**config.mk**
```make
export PLATFORM = sky130hd
export DESIGN_NAME = mips_mc_seq
export DESIGN_NICKNAME = d
export VERILOG_FILES = /design/src/rtl/mips_mc_seq_pkg.sv /design/src/rtl/mips_mc_seq_decode.sv /design/src/rtl/mips_mc_seq.sv
export SDC_FILE = /design/constraint.sdc
export NUM_CORES = 1
export LEC_CHECK = 0
export CORE_MARGIN = 3
export CORE_UTILIZATION = 49
export DETAILED_ROUTE_END_ITERATION = 7
export DONT_BUFFER_PORTS = 1
export PLACE_DENSITY = 0.62
export SYNTH_ARGS = -nofsm -noshare
export SYNTH_HDL_FRONTEND = slang
export SYNTH_SLANG_ARGS = --single-unit
```
**constraint.sdc**
```tcl
create_clock -name clk -period 4.05 [get_ports clk]
set_input_delay 0.6075 -clock clk [delete_from_list [all_inputs] [get_ports clk]]
set_output_delay 0.6075 -clock clk [all_outputs]
set_load 0.1 [all_outputs]
```
**src/rtl/mips_mc_seq_pkg.sv**
```systemverilog
// Shared encodings for the multi-cycle MIPS sequencer: states, instruction
// classes, datapath select codes, trap causes and the supported opcode/funct set.
package mips_mc_seq_pkg;

  typedef enum logic [2:0] {
    S_IDLE   = 3'd0,
    S_FETCH  = 3'd1,
    S_DECODE = 3'd2,
    S_EXEC   = 3'd3,
    S_MEM    = 3'd4,
    S_WB     = 3'd5,
    S_TRAP   = 3'd6
  } state_t;

  typedef enum logic [3:0] {
    C_RTYPE, C_IMM, C_LOAD, C_STORE, C_BRANCH, C_JUMP, C_JAL, C_JR, C_ILLEGAL
  } iclass_t;

  // npc_sel carries five sources, so it is one bit wider than the other selects
  localparam logic [2:0] NPC_SEQ = 3'd0;
  localparam logic [2:0] NPC_BR  = 3'd1;
  localparam logic [2:0] NPC_JMP = 3'd2;
  localparam logic [2:0] NPC_REG = 3'd3;
  localparam logic [2:0] NPC_EXC = 3'd4;

  localparam logic [1:0] REGDST_RT  = 2'd0;
  localparam logic [1:0] REGDST_RD  = 2'd1;
  localparam logic [1:0] REGDST_RET = 2'd2;

  localparam logic [1:0] MEM2REG_ALU = 2'd0;
  localparam logic [1:0] MEM2REG_RAM = 2'd1;
  localparam logic [1:0] MEM2REG_RET = 2'd2;

  localparam logic [1:0] SRCB_RT   = 2'd0;
  localparam logic [1:0] SRCB_4    = 2'd1;
  localparam logic [1:0] SRCB_EXT  = 2'd2;
  localparam logic [1:0] SRCB_EXT2 = 2'd3;

  localparam logic [2:0] ALU_ADD = 3'd0;
  localparam logic [2:0] ALU_SUB = 3'd1;
  localparam logic [2:0] ALU_AND = 3'd2;
  localparam logic [2:0] ALU_OR  = 3'd3;
  localparam logic [2:0] ALU_SLT = 3'd4;
  localparam logic [2:0] ALU_LUI = 3'd5;

  localparam logic [1:0] EXT_ZERO = 2'd0;
  localparam logic [1:0] EXT_SIGN = 2'd1;
  localparam logic [1:0] EXT_LUI  = 2'd2;

  localparam logic [1:0] CAUSE_NONE = 2'd0;
  localparam logic [1:0] CAUSE_ILL  = 2'd1;
  localparam logic [1:0] CAUSE_BUS  = 2'd2;

  localparam logic [5:0] OP_R    = 6'h00;
  localparam logic [5:0] OP_J    = 6'h02;
  localparam logic [5:0] OP_JAL  = 6'h03;
  localparam logic [5:0] OP_BEQ  = 6'h04;
  localparam logic [5:0] OP_BNE  = 6'h05;
  localparam logic [5:0] OP_ADDI = 6'h08;
  localparam logic [5:0] OP_ORI  = 6'h0d;
  localparam logic [5:0] OP_LUI  = 6'h0f;
  localparam logic [5:0] OP_LW   = 6'h23;
  localparam logic [5:0] OP_SW   = 6'h2b;

  localparam logic [5:0] FN_JR   = 6'h08;
  localparam logic [5:0] FN_ADDU = 6'h21;
  localparam logic [5:0] FN_SUBU = 6'h23;
  localparam logic [5:0] FN_AND  = 6'h24;
  localparam logic [5:0] FN_OR   = 6'h25;
  localparam logic [5:0] FN_SLT  = 6'h2a;

endpackage

```
**src/rtl/mips_mc_seq_decode.sv**
```systemverilog
// Combinational instruction classifier: opcode/funct -> class plus the ALU
// operation and immediate-extension mode used in EXEC.
module mips_mc_decode
  import mips_mc_seq_pkg::*;
(
  input  logic [5:0] opcode,
  input  logic [5:0] funct,
  output iclass_t    iclass,
  output logic [2:0] alu_op,
  output logic [1:0] ext_op
);

  always_comb begin
    iclass = C_ILLEGAL;
    alu_op = ALU_ADD;
    ext_op = EXT_ZERO;
    case (opcode)
      OP_R: begin
        case (funct)
          FN_ADDU: begin iclass = C_RTYPE; alu_op = ALU_ADD; end
          FN_SUBU: begin iclass = C_RTYPE; alu_op = ALU_SUB; end
          FN_AND:  begin iclass = C_RTYPE; alu_op = ALU_AND; end
          FN_OR:   begin iclass = C_RTYPE; alu_op = ALU_OR;  end
          FN_SLT:  begin iclass = C_RTYPE; alu_op = ALU_SLT; end
          FN_JR:   iclass = C_JR;
          default: iclass = C_ILLEGAL;
        endcase
      end
      OP_ADDI: begin iclass = C_IMM;    alu_op = ALU_ADD; ext_op = EXT_SIGN; end
      OP_ORI:  begin iclass = C_IMM;    alu_op = ALU_OR;  ext_op = EXT_ZERO; end
      OP_LUI:  begin iclass = C_IMM;    alu_op = ALU_LUI; ext_op = EXT_LUI;  end
      OP_LW:   begin iclass = C_LOAD;   alu_op = ALU_ADD; ext_op = EXT_SIGN; end
      OP_SW:   begin iclass = C_STORE;  alu_op = ALU_ADD; ext_op = EXT_SIGN; end
      OP_BEQ,
      OP_BNE:  begin iclass = C_BRANCH; alu_op = ALU_SUB; ext_op = EXT_SIGN; end
      OP_J:    iclass = C_JUMP;
      OP_JAL:  iclass = C_JAL;
      default: iclass = C_ILLEGAL;
    endcase
  end

endmodule

```
**src/rtl/mips_mc_seq.sv**
```systemverilog
// Multi-cycle sequencer: steps the shared datapath through FETCH..WB over one
// req/ack memory port, with precise traps and a retired-instruction counter.
module mips_mc_seq
  import mips_mc_seq_pkg::*;
#(
  parameter int MEM_TIMEOUT = 16,
  parameter int CNT_W       = 32,
  parameter int TO_W        = 5
) (
  input  logic             clk,
  input  logic             rst,
  input  logic [5:0]       opcode,
  input  logic [5:0]       funct,
  input  logic             zero,
  input  logic             mem_ack,
  output logic             mem_req,
  output logic             mem_we,
  output logic             iord,
  output logic             ir_wr,
  output logic             pc_wr,
  output logic [2:0]       npc_sel,
  output logic             reg_wr,
  output logic [1:0]       reg_dst,
  output logic [1:0]       mem2reg,
  output logic             alu_src_a,
  output logic [1:0]       alu_src_b,
  output logic [2:0]       alu_op,
  output logic [1:0]       ext_op,
  output logic             exc,
  output logic [1:0]       exc_cause,
  output logic [CNT_W-1:0] retired,
  output logic [2:0]       state_o
);

  localparam int              TO_LAST_I = (MEM_TIMEOUT == 0) ? 0 : MEM_TIMEOUT - 1;
  localparam logic [TO_W-1:0] TO_LAST   = TO_W'(TO_LAST_I);

  state_t          state;
  logic [TO_W-1:0] to_cnt;
  iclass_t         iclass;
  logic [2:0]      dec_alu_op;
  logic [1:0]      dec_ext_op;
  logic            is_bne;
  logic            to_hit;

  mips_mc_decode u_dec (
    .opcode (opcode),
    .funct  (funct),
    .iclass (iclass),
    .alu_op (dec_alu_op),
    .ext_op (dec_ext_op)
  );

  assign is_bne  = (opcode == OP_BNE);
  assign state_o = state;
  // This waiting cycle is the MEM_TIMEOUT-th without ack; an ack here would win.
  assign to_hit  = (MEM_TIMEOUT != 0) && !mem_ack && (to_cnt == TO_LAST);

  always_ff @(posedge clk or negedge rst) begin
    if (!rst) begin
      state     <= S_IDLE;
      to_cnt    <= '0;
      retired   <= '0;
      exc_cause <= CAUSE_NONE;
    end else begin
      to_cnt <= '0;
      case (state)
        S_IDLE: state <= S_FETCH;
        S_FETCH: begin
          if (mem_ack)     state <= S_DECODE;
          else if (to_hit) begin state <= S_TRAP; exc_cause <= CAUSE_BUS; end
          else             to_cnt <= to_cnt + 1'b1;
        end
        S_DECODE: begin
          if (iclass == C_ILLEGAL) begin state <= S_TRAP; exc_cause <= CAUSE_ILL; end
          else                     state <= S_EXEC;
        end
        S_EXEC: begin
          case (iclass)
            C_RTYPE, C_IMM:   state <= S_WB;
            C_LOAD, C_STORE:  state <= S_MEM;
            default: begin
              state   <= S_FETCH;
              retired <= retired + 1'b1;
            end
          endcase
        end
        S_MEM: begin
          if (mem_ack) begin
            if (iclass == C_STORE) begin
              state   <= S_FETCH;
              retired <= retired + 1'b1;
            end else begin
              state <= S_WB;
            end
          end else if (to_hit) begin
            state     <= S_TRAP;
            exc_cause <= CAUSE_BUS;
          end else begin
            to_cnt <= to_cnt + 1'b1;
          end
        end
        S_WB: begin
          state   <= S_FETCH;
          retired <= retired + 1'b1;
        end
        S_TRAP:  state <= S_FETCH;
        default: state <= S_IDLE;
      endcase
    end
  end

  always_comb begin
    mem_req   = 1'b0;
    mem_we    = 1'b0;
    iord      = 1'b0;
    ir_wr     = 1'b0;
    pc_wr     = 1'b0;
    npc_sel   = NPC_SEQ;
    reg_wr    = 1'b0;
    reg_dst   = REGDST_RT;
    mem2reg   = MEM2REG_ALU;
    alu_src_a = 1'b0;
    alu_src_b = SRCB_RT;
    alu_op    = ALU_ADD;
    ext_op    = EXT_ZERO;
    exc       = 1'b0;
    case (state)
      S_FETCH: begin
        mem_req = 1'b1;
        if (mem_ack) begin
          ir_wr   = 1'b1;
          pc_wr   = 1'b1;
          npc_sel = NPC_SEQ;
        end
      end
      S_DECODE: begin
        alu_src_b = SRCB_EXT2;
        ext_op    = EXT_SIGN;
      end
      S_EXEC: begin
        alu_op = dec_alu_op;
        ext_op = dec_ext_op;
        case (iclass)
          C_RTYPE: alu_src_a = 1'b1;
          C_IMM, C_LOAD, C_STORE: begin
            alu_src_a = 1'b1;
            alu_src_b = SRCB_EXT;
          end
          C_BRANCH: begin
            alu_src_a = 1'b1;
            pc_wr     = zero ^ is_bne;
            npc_sel   = NPC_BR;
          end
          C_JUMP: begin
            pc_wr   = 1'b1;
            npc_sel = NPC_JMP;
          end
          C_JAL: begin
            pc_wr   = 1'b1;
            npc_sel = NPC_JMP;
            reg_wr  = 1'b1;
            reg_dst = REGDST_RET;
            mem2reg = MEM2REG_RET;
          end
          C_JR: begin
            pc_wr   = 1'b1;
            npc_sel = NPC_REG;
          end
          default: ;
        endcase
      end
      S_MEM: begin
        mem_req = 1'b1;
        iord    = 1'b1;
        mem_we  = (iclass == C_STORE);
      end
      S_WB: begin
        reg_wr  = 1'b1;
        reg_dst = (iclass == C_RTYPE) ? REGDST_RD : REGDST_RT;
        mem2reg = (iclass == C_LOAD) ? MEM2REG_RAM : MEM2REG_ALU;
      end
      S_TRAP: begin
        exc     = 1'b1;
        pc_wr   = 1'b1;
        npc_sel = NPC_EXC;
      end
      default: ;
    endcase
  end

endmodule

```
Yosys cells after proc, flatten, opt, wreduce, memory -nomap -nowiden --
Index checks and enable logic that the tools add are counted.
Operators by class: $add $sub $neg 2, eq/ne operators 36, muxes and demuxes 46, bitwise operators 1, reduce and logical (&&, ||, !) cells 22
Operator list (number):
- 32-bit 2-to-1 mux | 3
- 32-bit case mux with 3 select lines | 1
- 6-bit == test (second input constant) | 7
- 32-bit by 1-bit adder with 32-bit output (second input constant) | 1
- 4-bit case mux with 7 select lines | 1
- 6-bit by 4-bit == test with 1-bit output (second input constant) | 4
- 2-bit case mux with 2 select lines | 6
- 3-bit case mux with 4 select lines | 2
- 3-bit 2-to-1 mux | 6
- 4-bit by 3-bit == test with 1-bit output (second input constant) | 4
- 5-bit 2-to-1 mux | 3
- 3-bit case mux with 5 select lines | 1
- 5-bit OR reduction | 3
- 6-bit by 2-bit == test with 1-bit output (second input constant) | 2
- 6-bit by 3-bit == test with 1-bit output (second input constant) | 2
- 3-bit case mux with 2 select lines | 2
- 3-bit OR reduction | 4
- 1-bit 2-to-1 mux | 11
- 2-bit 2-to-1 mux | 5
- 2-bit != test (second input constant) | 5
- 2-bit OR reduction | 5
- 3-bit == test (second input constant) | 3
- 4-bit by 2-bit == test with 1-bit output (second input constant) | 2
- 4-bit case mux with 2 select lines | 1
- other kinds (20) | 23
Storage, ports and cells: bits in registers 42

Longest topological paths before layout --
word-level depth 8, mapped depth 7, mapped depth without buffers 6

Hierarchy --
A second synthesis with hierarchy kept.
Second synthesis, totals: cell total of the unflattened synthesis 290, area, all modules 2705.1 µm²
Modules (own cells, without submodules):
- mips_mc_seq | times used 1, cells an instance 233, area each 2326.0 µm², sequential area each 1051.0 µm²
- mips_mc_decode | times used 1, cells an instance 57, area each 379.1 µm², sequential area each 0.0 µm²

Worst setup path after synthesis --
No wires, ideal clock.
kind reg-to-output, start point reg state[0] (netlist: state_o[0]), end point out pc_wr, arrival 5.040 ns, data required time 3.442 ns, setup slack -1.597 ns, cell stages (with the launch flop) 5, path buffers 0, cells stage by stage dfrtp_1 nand2b_1 nor3_1 nor3_1 a22oi_1
On the way: cells in the longest elaborated chain, start to end 2, elaborated cells between the ends (all ways) 4
RTL lines:
- start, declared | line mips_mc_seq.sv:38 | state_t state;
- start signal, assigned | line mips_mc_seq.sv:61 | state <= S_IDLE;
- start signal, assigned | line mips_mc_seq.sv:68 | S_IDLE: state <= S_FETCH;
- start signal, assigned | line mips_mc_seq.sv:70 | if (mem_ack) state <= S_DECODE;
- 3-bit == test (tied with other cells) | line mips_mc_seq.sv:128 | case (state)
- 1-bit case mux with 3 select lines * | line mips_mc_seq.sv:128
- end, declared | line mips_mc_seq.sv:20 | output logic pc_wr,
Every way passes the cells marked *; elsewhere a longest branch is shown, timed or not.

Worst setup path after layout --
start point reg state[1] (netlist: state_o[1]), end point out alu_src_a
On the way: cells in the longest elaborated chain, start to end 2
RTL lines:
- 3-bit by 2-bit == test with 1-bit output | line mips_mc_seq.sv:128
- 1-bit 2-to-1 mux | line mips_mc_seq.sv:128
- end, declared | line mips_mc_seq.sv:25 | output logic alu_src_a,
Every way passes these cells.

==> flow_summary.toml <==
[synth]
synth_nets = 308
synth_edf_count = 0
ys_seq_elements = 42
async_flop_share = 1.000
syn_inst = 290
yosysUniqueCellTypes = 58
postSynthAreaPerCell_um2 = 9.207
synth_flop_cell = "dfrtp_1"
synth_area_mm2 = 0.002670
synth_area_leaders = "dfrtp_1, xnor2_1, nand4_1"
ys_seq_area_frac = 0.3936
yosysWarningCount = 0
synth_top_cell_by_area = "dfrtp_1"
synth_top_area_frac = 0.3936

[sta]
final-hold-violation-count = 0
rsz0062_at_grt = "no"
fin_ws_ns = 0.9935
finalCritPeriodShare = 0.7547
finClkSkew_ns = 0.009440
slew_viol_final = 0
timing.final.crit_period_ns = 3.057
setup_viol = 0
tightest_slew_ns = 0.9685
max_freq_mhz = 327.2
slew_headroom = 0.3544

[route]
wl_um = 6305
drtPass1Iterations = 5
drc = 0
wire_per_inst_um = 15.49
drtAntennaViolNets = 0
drt_iter0_markers = 114
via_count = 2316
vias_per_cell = 5.690

[critical_path]
worstReg2RegStart = "state_o[1]"
cp.required_ns = 3.44
cp_max_fo = 10
path_delay_family = "simple AND/OR/NAND/NOR gates"
slowest_delay_ns = 0.55
cp-end-kind = "output port"
cp_slowest_cell = "nand3b_1"
critical_path_class = "reg -> out"
critPathBufInv = 2
critPathLaunchType = "register"
cp.arrival_ns = 2.45
cp-startpoint = "state_o[1]"
cp_cell_sequence = "buf_4 > nand3b_1 > nor2_1 > o211ai_2 > a21bo_2 > buf_12"

[power]
p_seq_frac = 0.284
power_leakage_nw = 1.432
p_sw_frac = 0.5522
ir_worst_vdd_uv = 469.0
switchingPower_mw = 1.019
powerDensity_mw_per_mm2 = 558.5
p_int_mw = 0.8262
clkPwrFrac = 0.153
combPwrFrac = 0.563

[cts]
cts_resized = 0
cts_made_buffers = 5
clkSinkCount = 42
post_cts_buffers = 0
tritoncts = "built"
cts.clk_slew.worst_paths_ns = 0.08
htree_levels = 2
cts_buffer_depth = 2
cts-root-buf = "clkbuf_8"
clk_latency_ns = 0.30

[floorplan]
die_w_um = 79.82
fp.dieH_um = 79.82
initial_core_util = 0.5130
std_cell_rows = 26
ioPinCount = 75
dieArea_mm2 = 0.006371
core_mm2 = 0.005205

[final_layout]
final_common_cell = "buf_4"
final_cell_mix = "buf_4, dfrtp_1, xnor2_1"
instances_no_fill = 407
final_area_mm2 = 0.003303
n_antenna_cell = 0
drive_gt1_frac = 0.2641
seqCellArea_mm2 = 0.001051
fill_cells = 452
fin_nets = 354
multi_input_area_mm2 = 0.001582
syn_to_final_growth_pct = 23.71
final_util = 0.6346

[outcome]
outcome = "finished clean"

[global_route]
grt_pass1_vias = 2250
track_usage = 0.2091
gr-total-overflow = 0
grt_pass1_wl_um = 10580
grt_max_degree = 37
antenna_found_initial = 0

[hold_path]
hold_path_class = "in -> async"

[placement]
dp_hpwl_um = 4658
io_buffers = 0
place_area_mm2 = 0.003178
pre_cts_slack_ns = 1.164
place_inst = 397
place_congestion = 0.8401

[run]
maxCapViolations = 0
## synthesized netlist by cell type, types with 3 or more instances
library cell  number
xor2_1             3
xnor2_1           33
a21o_1             3
a21oi_1            8
buf_2              6
nand4b_1           7
nand3b_1           3
and3_1            10
o21ai_0            6
nand3_1           18
buf_4              4
nand2b_1          11
nor2_1            22
and2_1             8
dfrtp_1           42
inv_1             10
nand4_1           21
nor2b_1            4
nor3_1             7
nand2_1           18
## area by class of cell
class / instances / area share
clock buffers: 6 / 0.02500
repair buffers: 52 / 0.1364
flip-flops and latches: 42 / 0.3182
clock inverters: 2 / 0.003788
multi-input cells: 225 / 0.4788
inverters: 10 / 0.01136
well taps: 70 / 0.02652
## routing by layer
layer / global-route usage / up-vias / wire length [µm]
met5: 0 / - / 0
met4: 0.07939 / 0 / 85
met3: 0.05418 / 8 / 362
met2: 0.3297 / 66 / 2958
met1: 0.2751 / 1108 / 2897
li1: - / 1134 / -
## power by group through the flow
stage	Sequential, mW	Clock, mW	Combinational [mW]
after floorplan	0.826	0	0.536
after global placement	0.532	0	1.02
after detailed placement	0.533	0	1.03
after CTS	0.525	0.291	1.05
after global routing	0.532	0.302	1.10
final	0.524	0.282	1.04
## logic make-up after synthesis
family,count (synthesis),synth area share
and+or+nand+nor,146,0.3219
xor gates and xnor gates,36,0.1181
buffers and inverters,23,0.04358
AOI/OAI and AO/OA,40,0.1092
adders and majority gates,2,0.009371
muxes,1,0.004217
DFF,42,0.3936
## repair_timing
item                                   4_1_cts  5_1_grt
hold buffers                                 2        0
setup endpoints to repair                    0        0
endpoints found under the hold margin       36        0
## final timing paths
kind	end	slack, ns	depth (start not counted)
min in group clk	state_o[1]	0.41	1
hold reg to reg	to_cnt[0]	0.46	1
hold / removal	state_o[2]	0.14	1
max in group asynchronous	state_o[0]	3.17	1
setup reg to reg	retired[1]	1.46	7
setup / recovery	alu_src_a	0.99	6
## stage by stage
stage	TNS (ns)	hold slack, ns	power (mW)
2_1_floorplan	-0.8206	0.3119	1.362
3_3_place_gp	0	0.3132	1.556
3_5_place_dp	0	0.3128	1.566
4_1_cts	0	0.1369	1.861
5_1_grt	0	0.1453	1.929
6_report	0	0.1416	1.845
## sequential cells by signal, summed over array words and instances, names as in the netlist
register / count
retired: 32
exc_cause: 2
to_cnt: 5
state_o: 3
## worst reg2reg max path: stages, from the launching register on
cell	delay, ns
dfrtp_1	0.33
buf_4	0.35
nand3b_1	0.55
nor2_1	0.35
o211ai_2	0.16
buf_4	0.27
nand2_1	0.15
mux2_1	0.33
(Power assumes the default switching activity.)
